`config.mk`:
```
export PLATFORM = sky130hd
export DESIGN_NAME = vga_mem_arbiter
export DESIGN_NICKNAME = d
export VERILOG_FILES = /design/src/rtl/vga_mem_pkg.sv /design/src/rtl/arb_watchdog.sv /design/src/rtl/vga_mem_arbiter.sv
export SDC_FILE = /design/constraint.sdc
export NUM_CORES = 1
export LEC_CHECK = 0
export CAP_MARGIN = 0
export CORE_AREA = 2 2 182 184
export DETAILED_ROUTE_END_ITERATION = 10
export DIE_AREA = 0 0 184 186
export GPL_ROUTABILITY_DRIVEN = 1
export HOLD_SLACK_MARGIN = 0.06
export PLACE_DENSITY_LB_ADDON = 0.15
export SKIP_LAST_GASP = 1
export SLEW_MARGIN = 0
export SYNTH_ARGS = -nofsm -noshare
export SYNTH_HDL_FRONTEND = slang
export SYNTH_SLANG_ARGS = --single-unit
```
`constraint.sdc`:
```
create_clock -name i_clk -period 2.43 [get_ports i_clk]
set_input_delay 0.486 -clock i_clk [delete_from_list [all_inputs] [get_ports i_clk]]
set_output_delay 0.486 -clock i_clk [all_outputs]
set_load 0.02 [all_outputs]
```
`src/rtl/vga_mem_pkg.sv`:
```
// Shared definitions for the VGA/CPU memory-port arbiter: state encoding,
// default bus widths and the fairness-counter helper.
package vga_mem_pkg;

    localparam int MEM_ADDR_W = 32;
    localparam int MEM_DATA_W = 72;
    localparam int RUN_W      = 4;
    localparam int WD_W       = 8;

    typedef enum logic [1:0] {
        IDLE    = 2'd0,
        VGA_ACC = 2'd1,
        CPU_ACC = 2'd2,
        DONE    = 2'd3
    } arb_state_t;

    function automatic logic [RUN_W-1:0] sat_inc(input logic [RUN_W-1:0] v,
                                                 input logic [RUN_W-1:0] max);
        return (v >= max) ? max : v + 1'b1;
    endfunction

endpackage

```
`src/rtl/arb_watchdog.sv`:
```
// Loadable cycle counter with clear and enable; o_expire pulses in the cycle
// whose increment would bring the count to i_limit.
module arb_watchdog #(
    parameter int W = 8
) (
    input  logic         i_clk,
    input  logic         i_rst_n,
    input  logic         i_clr,
    input  logic         i_load,
    input  logic [W-1:0] i_load_val,
    input  logic         i_en,
    input  logic [W-1:0] i_limit,
    output logic         o_expire
);

    logic [W-1:0] r_cnt;
    logic [W:0]   w_cnt_inc;

    // One extra bit so a limit at the top of the range never wraps the compare.
    assign w_cnt_inc = {1'b0, r_cnt} + 1'b1;
    assign o_expire  = i_en && (w_cnt_inc == {1'b0, i_limit});

    always_ff @(posedge i_clk or negedge i_rst_n) begin
        if (!i_rst_n) begin
            r_cnt <= '0;
        end else if (i_clr) begin
            r_cnt <= '0;
        end else if (i_load) begin
            r_cnt <= i_load_val;
        end else if (i_en) begin
            r_cnt <= w_cnt_inc[W-1:0];
        end
    end

endmodule

```
`src/rtl/vga_mem_arbiter.sv`:
```
// Single-port memory arbiter: VGA has priority, a run counter bounds CPU
// starvation, and a watchdog aborts accesses the memory never completes.
module vga_mem_arbiter
    import vga_mem_pkg::*;
#(
    parameter int ADDR_W      = MEM_ADDR_W,
    parameter int DATA_W      = MEM_DATA_W,
    parameter int MAX_VGA_RUN = 4,
    parameter int TIMEOUT     = 255
) (
    input  logic              i_clk,
    input  logic              i_rst_n,
    input  logic              i_vga_rq,
    input  logic [ADDR_W-1:0] i_vga_addr,
    output logic              o_vga_ack,
    output logic [DATA_W-1:0] o_vga_data,
    input  logic              i_cpu_rq,
    input  logic              i_cpu_we,
    input  logic [ADDR_W-1:0] i_cpu_addr,
    input  logic [DATA_W-1:0] i_cpu_wdata,
    output logic              o_cpu_ack,
    output logic [DATA_W-1:0] o_cpu_rdata,
    output logic              o_mem_req,
    output logic              o_mem_we,
    output logic [ADDR_W-1:0] o_mem_addr,
    output logic [DATA_W-1:0] o_mem_wdata,
    input  logic              i_mem_ready,
    input  logic [DATA_W-1:0] i_mem_rdata,
    output logic              o_timeout_err
);

    localparam logic [RUN_W-1:0] MAX_RUN  = RUN_W'(MAX_VGA_RUN);
    localparam logic [WD_W-1:0]  WD_LIMIT = WD_W'(TIMEOUT);

    arb_state_t        r_state, w_next;
    logic [RUN_W-1:0]  r_run_cnt;
    logic              r_vga_ack, r_cpu_ack, r_timeout_err;
    logic              r_mem_req, r_mem_we;
    logic [ADDR_W-1:0] r_mem_addr;
    logic [DATA_W-1:0] r_mem_wdata, r_vga_data, r_cpu_rdata;

    logic w_acc, w_vga_win, w_grant_vga, w_grant_cpu;
    logic w_wd_en, w_wd_exp, w_finish, w_abort;

    assign w_acc       = (r_state == VGA_ACC) || (r_state == CPU_ACC);
    assign w_vga_win   = i_vga_rq && (!i_cpu_rq || (r_run_cnt < MAX_RUN));
    assign w_grant_vga = (r_state == IDLE) && w_vga_win;
    assign w_grant_cpu = (r_state == IDLE) && !w_vga_win && i_cpu_rq;

    // mem_ready wins over an expiry landing in the same cycle.
    assign w_wd_en  = w_acc && !i_mem_ready;
    assign w_finish = w_acc && (i_mem_ready || w_wd_exp);
    assign w_abort  = w_wd_en && w_wd_exp;

    arb_watchdog #(.W(WD_W)) u_watchdog (
        .i_clk      (i_clk),
        .i_rst_n    (i_rst_n),
        .i_clr      (!w_acc),
        .i_load     (1'b0),
        .i_load_val ('0),
        .i_en       (w_wd_en),
        .i_limit    (WD_LIMIT),
        .o_expire   (w_wd_exp)
    );

    always_ff @(posedge i_clk or negedge i_rst_n) begin
        if (!i_rst_n) r_state <= IDLE;
        else          r_state <= w_next;
    end

    always_comb begin
        w_next = r_state;
        case (r_state)
            IDLE: begin
                if (w_grant_vga)      w_next = VGA_ACC;
                else if (w_grant_cpu) w_next = CPU_ACC;
            end
            VGA_ACC, CPU_ACC: if (w_finish) w_next = DONE;
            DONE:    w_next = IDLE;
            default: w_next = IDLE;
        endcase
    end

    always_ff @(posedge i_clk or negedge i_rst_n) begin
        if (!i_rst_n) begin
            r_mem_req     <= 1'b0;
            r_mem_we      <= 1'b0;
            r_mem_addr    <= '0;
            r_mem_wdata   <= '0;
            r_vga_ack     <= 1'b0;
            r_cpu_ack     <= 1'b0;
            r_vga_data    <= '0;
            r_cpu_rdata   <= '0;
            r_timeout_err <= 1'b0;
            r_run_cnt     <= '0;
        end else begin
            r_vga_ack <= 1'b0;
            r_cpu_ack <= 1'b0;
            if (w_grant_vga) begin
                r_mem_req   <= 1'b1;
                r_mem_we    <= 1'b0;
                r_mem_addr  <= i_vga_addr;
                r_mem_wdata <= '0;
            end else if (w_grant_cpu) begin
                r_mem_req   <= 1'b1;
                r_mem_we    <= i_cpu_we;
                r_mem_addr  <= i_cpu_addr;
                r_mem_wdata <= i_cpu_wdata;
            end
            if (w_finish) begin
                r_mem_req <= 1'b0;
                r_mem_we  <= 1'b0;
                if (w_abort) r_timeout_err <= 1'b1;
                if (r_state == VGA_ACC) begin
                    r_vga_ack <= 1'b1;
                    if (i_mem_ready) r_vga_data <= i_mem_rdata;
                    // Only VGA grants made while the CPU waits count toward starvation.
                    r_run_cnt <= i_cpu_rq ? sat_inc(r_run_cnt, MAX_RUN) : '0;
                end else begin
                    r_cpu_ack <= 1'b1;
                    if (i_mem_ready && !r_mem_we) r_cpu_rdata <= i_mem_rdata;
                    r_run_cnt <= '0;
                end
            end
        end
    end

    assign o_mem_req     = r_mem_req;
    assign o_mem_we      = r_mem_we;
    assign o_mem_addr    = r_mem_addr;
    assign o_mem_wdata   = r_mem_wdata;
    assign o_vga_ack     = r_vga_ack;
    assign o_cpu_ack     = r_cpu_ack;
    assign o_vga_data    = r_vga_data;
    assign o_cpu_rdata   = r_cpu_rdata;
    assign o_timeout_err = r_timeout_err;

endmodule

```
; ---- Word level (Yosys, flattened, before mapping)
; Cells that the tools add are included.
[totals]
ff_bits = 267
out_inout_bits = 253
[op_classes]
addsub = 2
n_lt_le_gt_ge = 2
eq_ne = 7
n_mux = 23
bitwise_logic = 1
n_reduce_logical = 24
[op_table]
columns = operator, n
row1 = two-way mux 72 bit, 2
row2 = two-way mux 32 bit, 2
row3 = two-way mux 8 bit, 2
row4 = two-way mux 4 bit, 3
row5 = two-way mux 1 bit, 10
row6 = adder 8 x 1 -> 9 bit (second input constant), 1
row7 = equality test 9 x 8 -> 1 bit (second input constant), 1
row8 = logical AND 1 bit, 9
row9 = two-way mux 2 bit, 3
row10 = case mux 2 bit (3 select lines), 1
row11 = AND reduction 3 bit, 2
row12 = adder 4 x 1 -> 4 bit (second input constant), 1
row13 = equality test 2 bit (second input constant), 2
row14 = greater-or-equal comparator 4 x 3 -> 1 bit (second input constant), 1
row15 = logical NOT 1 bit, 4
row16 = less-than comparator 4 x 3 -> 1 bit (second input constant), 1
row17 = AND reduction 2 bit, 2
row18 = logical OR 1 bit, 3
row19 = inequality test 3 bit (second input constant), 1
row20 = nonzero test 3 bit, 1
row21 = equality test 2 x 1 -> 1 bit (second input constant), 1
row22 = logical NOT 2 bit, 1
row23 = inequality test 2 x 1 -> 1 bit (second input constant), 1
row24 = inequality test 2 bit (second input constant), 1
row25 = other kinds (3), 3

; ---- Logic depth before layout (Yosys ltp)
[logic_depth]
depth_word = 9
depth_mapped = 8

; ---- Modules after synthesis
; A second synthesis with hierarchy kept.
[hier_totals]
cells_unflattened = 777
area_unflattened_um2 = 10735.3
[by_module_without_submodules]
columns = mod, instances, cells_each, area_each_um2, seq_area_each_um2
row1 = vga_mem_arbiter, 1, 704, 10094.7, 6481.2
row2 = arb_watchdog, 1, 73, 640.6, 200.2

; ---- Worst setup path after synthesis
; Ideal clock, no wire load.
[synth_path]
kind = register to register
from = register u_watchdog.r_cnt[1]
to = register r_run_cnt[0]
arrival_ns = 1.843
required_ns = 2.305
setup_slack_ns = 0.462
path_stages_with_launch = 8
path_buffers = 0
synth_period_minus_slack_ns = 1.968
path_cell_list = dfrtp_1 ha_1 and3b_1 a31oi_1 o22ai_1 and4_4 o21a_4 mux2_4
[synth_via]
elab_chain_len = 5
[synth_lines]
columns = item, line
row1 = start: declaration, arb_watchdog.sv:16  ; logic [W-1:0] r_cnt;
row2 = start signal: assignment, arb_watchdog.sv:29  ; r_cnt <= i_load_val;
row3 = start signal: assignment, arb_watchdog.sv:31  ; r_cnt <= w_cnt_inc[W-1:0];
row4 = adder 8 x 1 -> 9 bit, arb_watchdog.sv:20  ; assign w_cnt_inc = {1'b0, r_cnt} + 1'b1;
row5 = equality test 9 x 8 -> 1 bit, arb_watchdog.sv:21  ; assign o_expire = i_en && (w_cnt_inc == {1'b0, i_limit});
row6 = logical AND 1 bit, arb_watchdog.sv:21
row7 = logical OR 1 bit, vga_mem_arbiter.sv:52  ; assign w_finish = w_acc && (i_mem_ready || w_wd_exp);
row8 = logical AND 1 bit, vga_mem_arbiter.sv:52
row9 = end signal: assignment, vga_mem_arbiter.sv:118  ; r_run_cnt <= i_cpu_rq ? sat_inc(r_run_cnt, MAX_RUN) : '0;
row10 = end: declaration, vga_mem_arbiter.sv:36  ; logic [RUN_W-1:0] r_run_cnt;
; No other way between the ends.
; A chain may end at the register's enable or synchronous reset.

; ---- Final worst setup path
[layout_path]
from = register r_mem_we, in the netlist o_mem_we
to = output port o_mem_we
[layout_lines]
columns = item, line
row1 = start: declaration, vga_mem_arbiter.sv:38  ; logic r_mem_req, r_mem_we;
row2 = start signal: assignment, vga_mem_arbiter.sv:106  ; r_mem_we <= i_cpu_we;
row3 = end: declaration, vga_mem_arbiter.sv:24  ; output logic o_mem_we,
; No word-level cell between the ends.

==> impl_metrics.sql <==
INSERT INTO impl_metrics (metric_group, metric, value, unit) VALUES
('route', 'drtIter0Drc', '328', ''),
('placed_design', 'place_congestion', '0.7791', ''),
('power', 'p_per_area', '1435', 'nW/um^2'),
('yosys', 'number_of_synthesized_flops_with_an_enable_pin', '0', ''),
('sta', 'hold_viol_final', '0', ''),
('yosys', 'ys_warn_count', '0', ''),
('placed_design', 'io_buffers', '466', ''),
('hold_path', 'hp-start', 'o_mem_wdata[23]$_DFFE_PN0P_', ''),
('final_layout', 'num-fill-cells', '2837', ''),
('die', 'floorplan_core_area', '32210', 'um^2'),
('critical_path', 'critical_path_origin', 'o_mem_we$_DFFE_PN0P_', ''),
('cts', 'numClockSinks', '267', ''),
('yosys', 'ys_seq_area_frac', '0.6376', ''),
('cts', 'count_of_hold_fix_buffers_inserted_at_cts', '1', ''),
('sta', 'fin_tns_setup', '0', 'ns'),
('die', 'initial_standard_cell_utilization_of_the_core', '0.3254', ''),
('final_layout', 'num-nets-final', '1482', ''),
('critical_path', 'crit_path_end_kind', 'output port', ''),
('die', 'design.portCount', '467', ''),
('die', 'die_height', '186', 'um'),
('final_layout', 'seq_area', '6681', 'um^2'),
('route', 'routed-via-count', '8065', ''),
('critical_path', 'worst_ep_arrival_time', '1.61', 'ns'),
('power', 'power_leakage', '7.116', 'nW'),
('cts', 'clock_root_buffer', 'sky130_fd_sc_hd__clkbuf_16', ''),
('yosys', 'syn-instance-count', '783', ''),
('route', 'routed_wl', '33580', 'um'),
('hold_path', 'hold_path.class', 'register to register', ''),
('critical_path', 'critical_path_buf_inv_count', '1', ''),
('cts', 'path_clk_slew', '0.06', 'ns'),
('yosys', 'top_post_synthesis_cells_by_area', 'sky130_fd_sc_hd__dfrtp_1, sky130_fd_sc_hd__mux2_2, sky130_fd_sc_hd__nand2_1', ''),
('power', 'tot_pwr', '24.18', 'mW'),
('yosys', 'synth_most_common_cell', 'sky130_fd_sc_hd__dfrtp_1', ''),
('critical_path', 'crit_path_start_kind', 'register', ''),
('route', 'drcViolationCount', '0', ''),
('yosys', 'syn-cell-area', '10480', 'um^2'),
('sta', 'achievable_clock_frequency', '0.4780', 'GHz'),
('grt', 'grt_pass1_vias', '8353', ''),
('die', 'placement_rows', '66', ''),
('yosys', 'yosys.area.top_type', 'sky130_fd_sc_hd__dfrtp_1', ''),
('critical_path', 'cp_slowest_cell', 'sky130_fd_sc_hd__clkdlybuf4s50_1', ''),
('final_layout', 'layout-area-overhead-vs-synth', '60.88', '%'),
('yosys', 'synth_async_sr_flop_share', '1.000', ''),
('route', 'wire_per_inst', '19.82', 'um'),
('cts', 'cts_tree', 'built', ''),
('cts', 'postCtsSetupRepairBufs', '0', ''),
('die', 'fp.dieW', '184', 'um'),
('sta', 'timing_worst_slew_pin_value', '0.5311', 'ns'),
('run_status', 'status', 'finished clean', ''),
('die', 'floorplan.die_area', '34220', 'um^2'),
('critical_path', 'critPathMaxStageDelay', '0.65', 'ns'),
('yosys', 'synth.distinct_cells', '45', ''),
('route', 'detail_route.first_pass.iterations', '4', ''),
('yosys', 'syn_nets', '1002', ''),
('route', 'antenna_left', '0', ''),
('yosys', 'synth-main-ff-cell', 'sky130_fd_sc_hd__dfrtp_1', ''),
('sta', 'post-route-min-period', '2.092', 'ns'),
('final_layout', 'drive_above_1_share', '0.1798', ''),
('grt', 'grt-ovfl-total', '0', ''),
('critical_path', 'setup.worst_path.class', 'register to output port', ''),
('yosys', 'syn_area_per_cell', '13.38', 'um^2'),
('critical_path', 'critPathTopFamily', 'buffers and inverters', ''),
('placed_design', 'dp.final_hpwl', '24630', 'um'),
('sta', 'max_slew_violation_count', '0', ''),
('cts', 'clock_path_buffers', '3', ''),
('sta', 'unrepaired_setup_endpoints_after_global_routing', 'false', ''),
('job', 'drv.max_cap_violation_count', '0', ''),
('final_layout', 'multi_input_area', '3620', 'um^2'),
('sta', 'final.period_utilization', '0.8610', ''),
('sta', 'slew_headroom', '0.6460', ''),
('critical_path', 'crit_path_cell_trace', 'clkdlybuf4s50_1', '');
per-layer routing:
layer / wire [um] / GRT usage
met5: 70 / 0
met4: 610 / 0.04544
met3: 3903 / 0.08609
met2: 16130 / 0.3211
met1: 12860 / 0.2193
cells in the final DEF (no fill, tap or decap), drive strengths merged, types with 2 or more instances in the layout:
cell type,count
mux2i,36
ha,5
nor3,3
and3,2
a21oi,3
buf,30
a22o,39
nand2,106
nand3,2
nor4,2
o21ai,70
bufinv,3
inv,7
and3b,2
nand2b,2
a31oi,2
mux2,146
nand4b,3
dfrtp,267
clkdlybuf4s50,465
and2,8
clkinv,6
nor2,9
and4,2
clkbuf,44
xnor2,5
stage by stage:
step	instances	setup slack, ns	hold WS [ns]	util	area (um^2)
after floorplan	783	0.4616	0.1904	-	10480
after global placement	1638	0.1903	0.4618	0.4924	15860
after detailed placement	1638	0.1646	0.4695	0.4924	15860
after CTS	1693	0.2963	0.4663	0.5234	16860
after global routing	1694	0.2273	0.4825	0.5235	16860
final	1694	0.3379	0.4785	0.5235	16860
report_power, final:
part	internal, mW	switching (mW)	total (mW)
Combinational	6.10	5.85	12.0
Clock	2.74	1.81	4.55
Sequential	6.58	1.11	7.68
Total	15.4	8.76	24.2
cell type report:
type | count | share of cell area
multi-input combinational | 462 | 0.2147
inverter | 6 | 0.001336
clock inverter | 10 | 0.007867
antenna | 1 | 0.0001484
clock buffer | 44 | 0.05069
timing repair buffer | 496 | 0.2986
sequential | 267 | 0.3963
tap | 408 | 0.03028
path summary, 6_finish.rpt:
check                                                   end  slack (ns)  cells after the start
worst max-delay path                               o_mem_we        0.34                      1
worst min-delay path            o_mem_wdata[23]$_DFFE_PN0P_        0.48                      2
worst max register to register     r_run_cnt[1]$_DFFE_PN0N_        0.35                      7
worst min register to register  o_mem_wdata[23]$_DFFE_PN0P_        0.48                      2
max in group asynchronous        o_cpu_rdata[2]$_DFFE_PN0P_        1.18                      3
min in group asynchronous       o_mem_wdata[13]$_DFFE_PN0P_        0.50                      2
state kept, by name, summed over array words and instances, names as in the netlist:
| name | count |
|---|---|
| o_cpu_ack | 1 |
| o_timeout_err | 1 |
| o_mem_req | 1 |
| o_mem_wdata | 72 |
| o_mem_we | 1 |
| r_state | 2 |
| o_cpu_rdata | 72 |
| o_mem_addr | 32 |
| o_vga_ack | 1 |
| r_run_cnt | 4 |
| o_vga_data | 72 |
| u_watchdog.r_cnt | 8 |
logic make-up after synthesis:
| group | Yosys count | synth area share |
|---|---|---|
| AOI/OAI and AO/OA | 121 | 0.07451 |
| and+or+nand+nor | 148 | 0.06329 |
| buffers and inverters | 54 | 0.02161 |
| muxes | 182 | 0.1920 |
| xor gates and xnor gates | 6 | 0.005015 |
| adders and majority gates | 5 | 0.005970 |
| DFF | 267 | 0.6376 |
(Power assumes the default switching activity.)
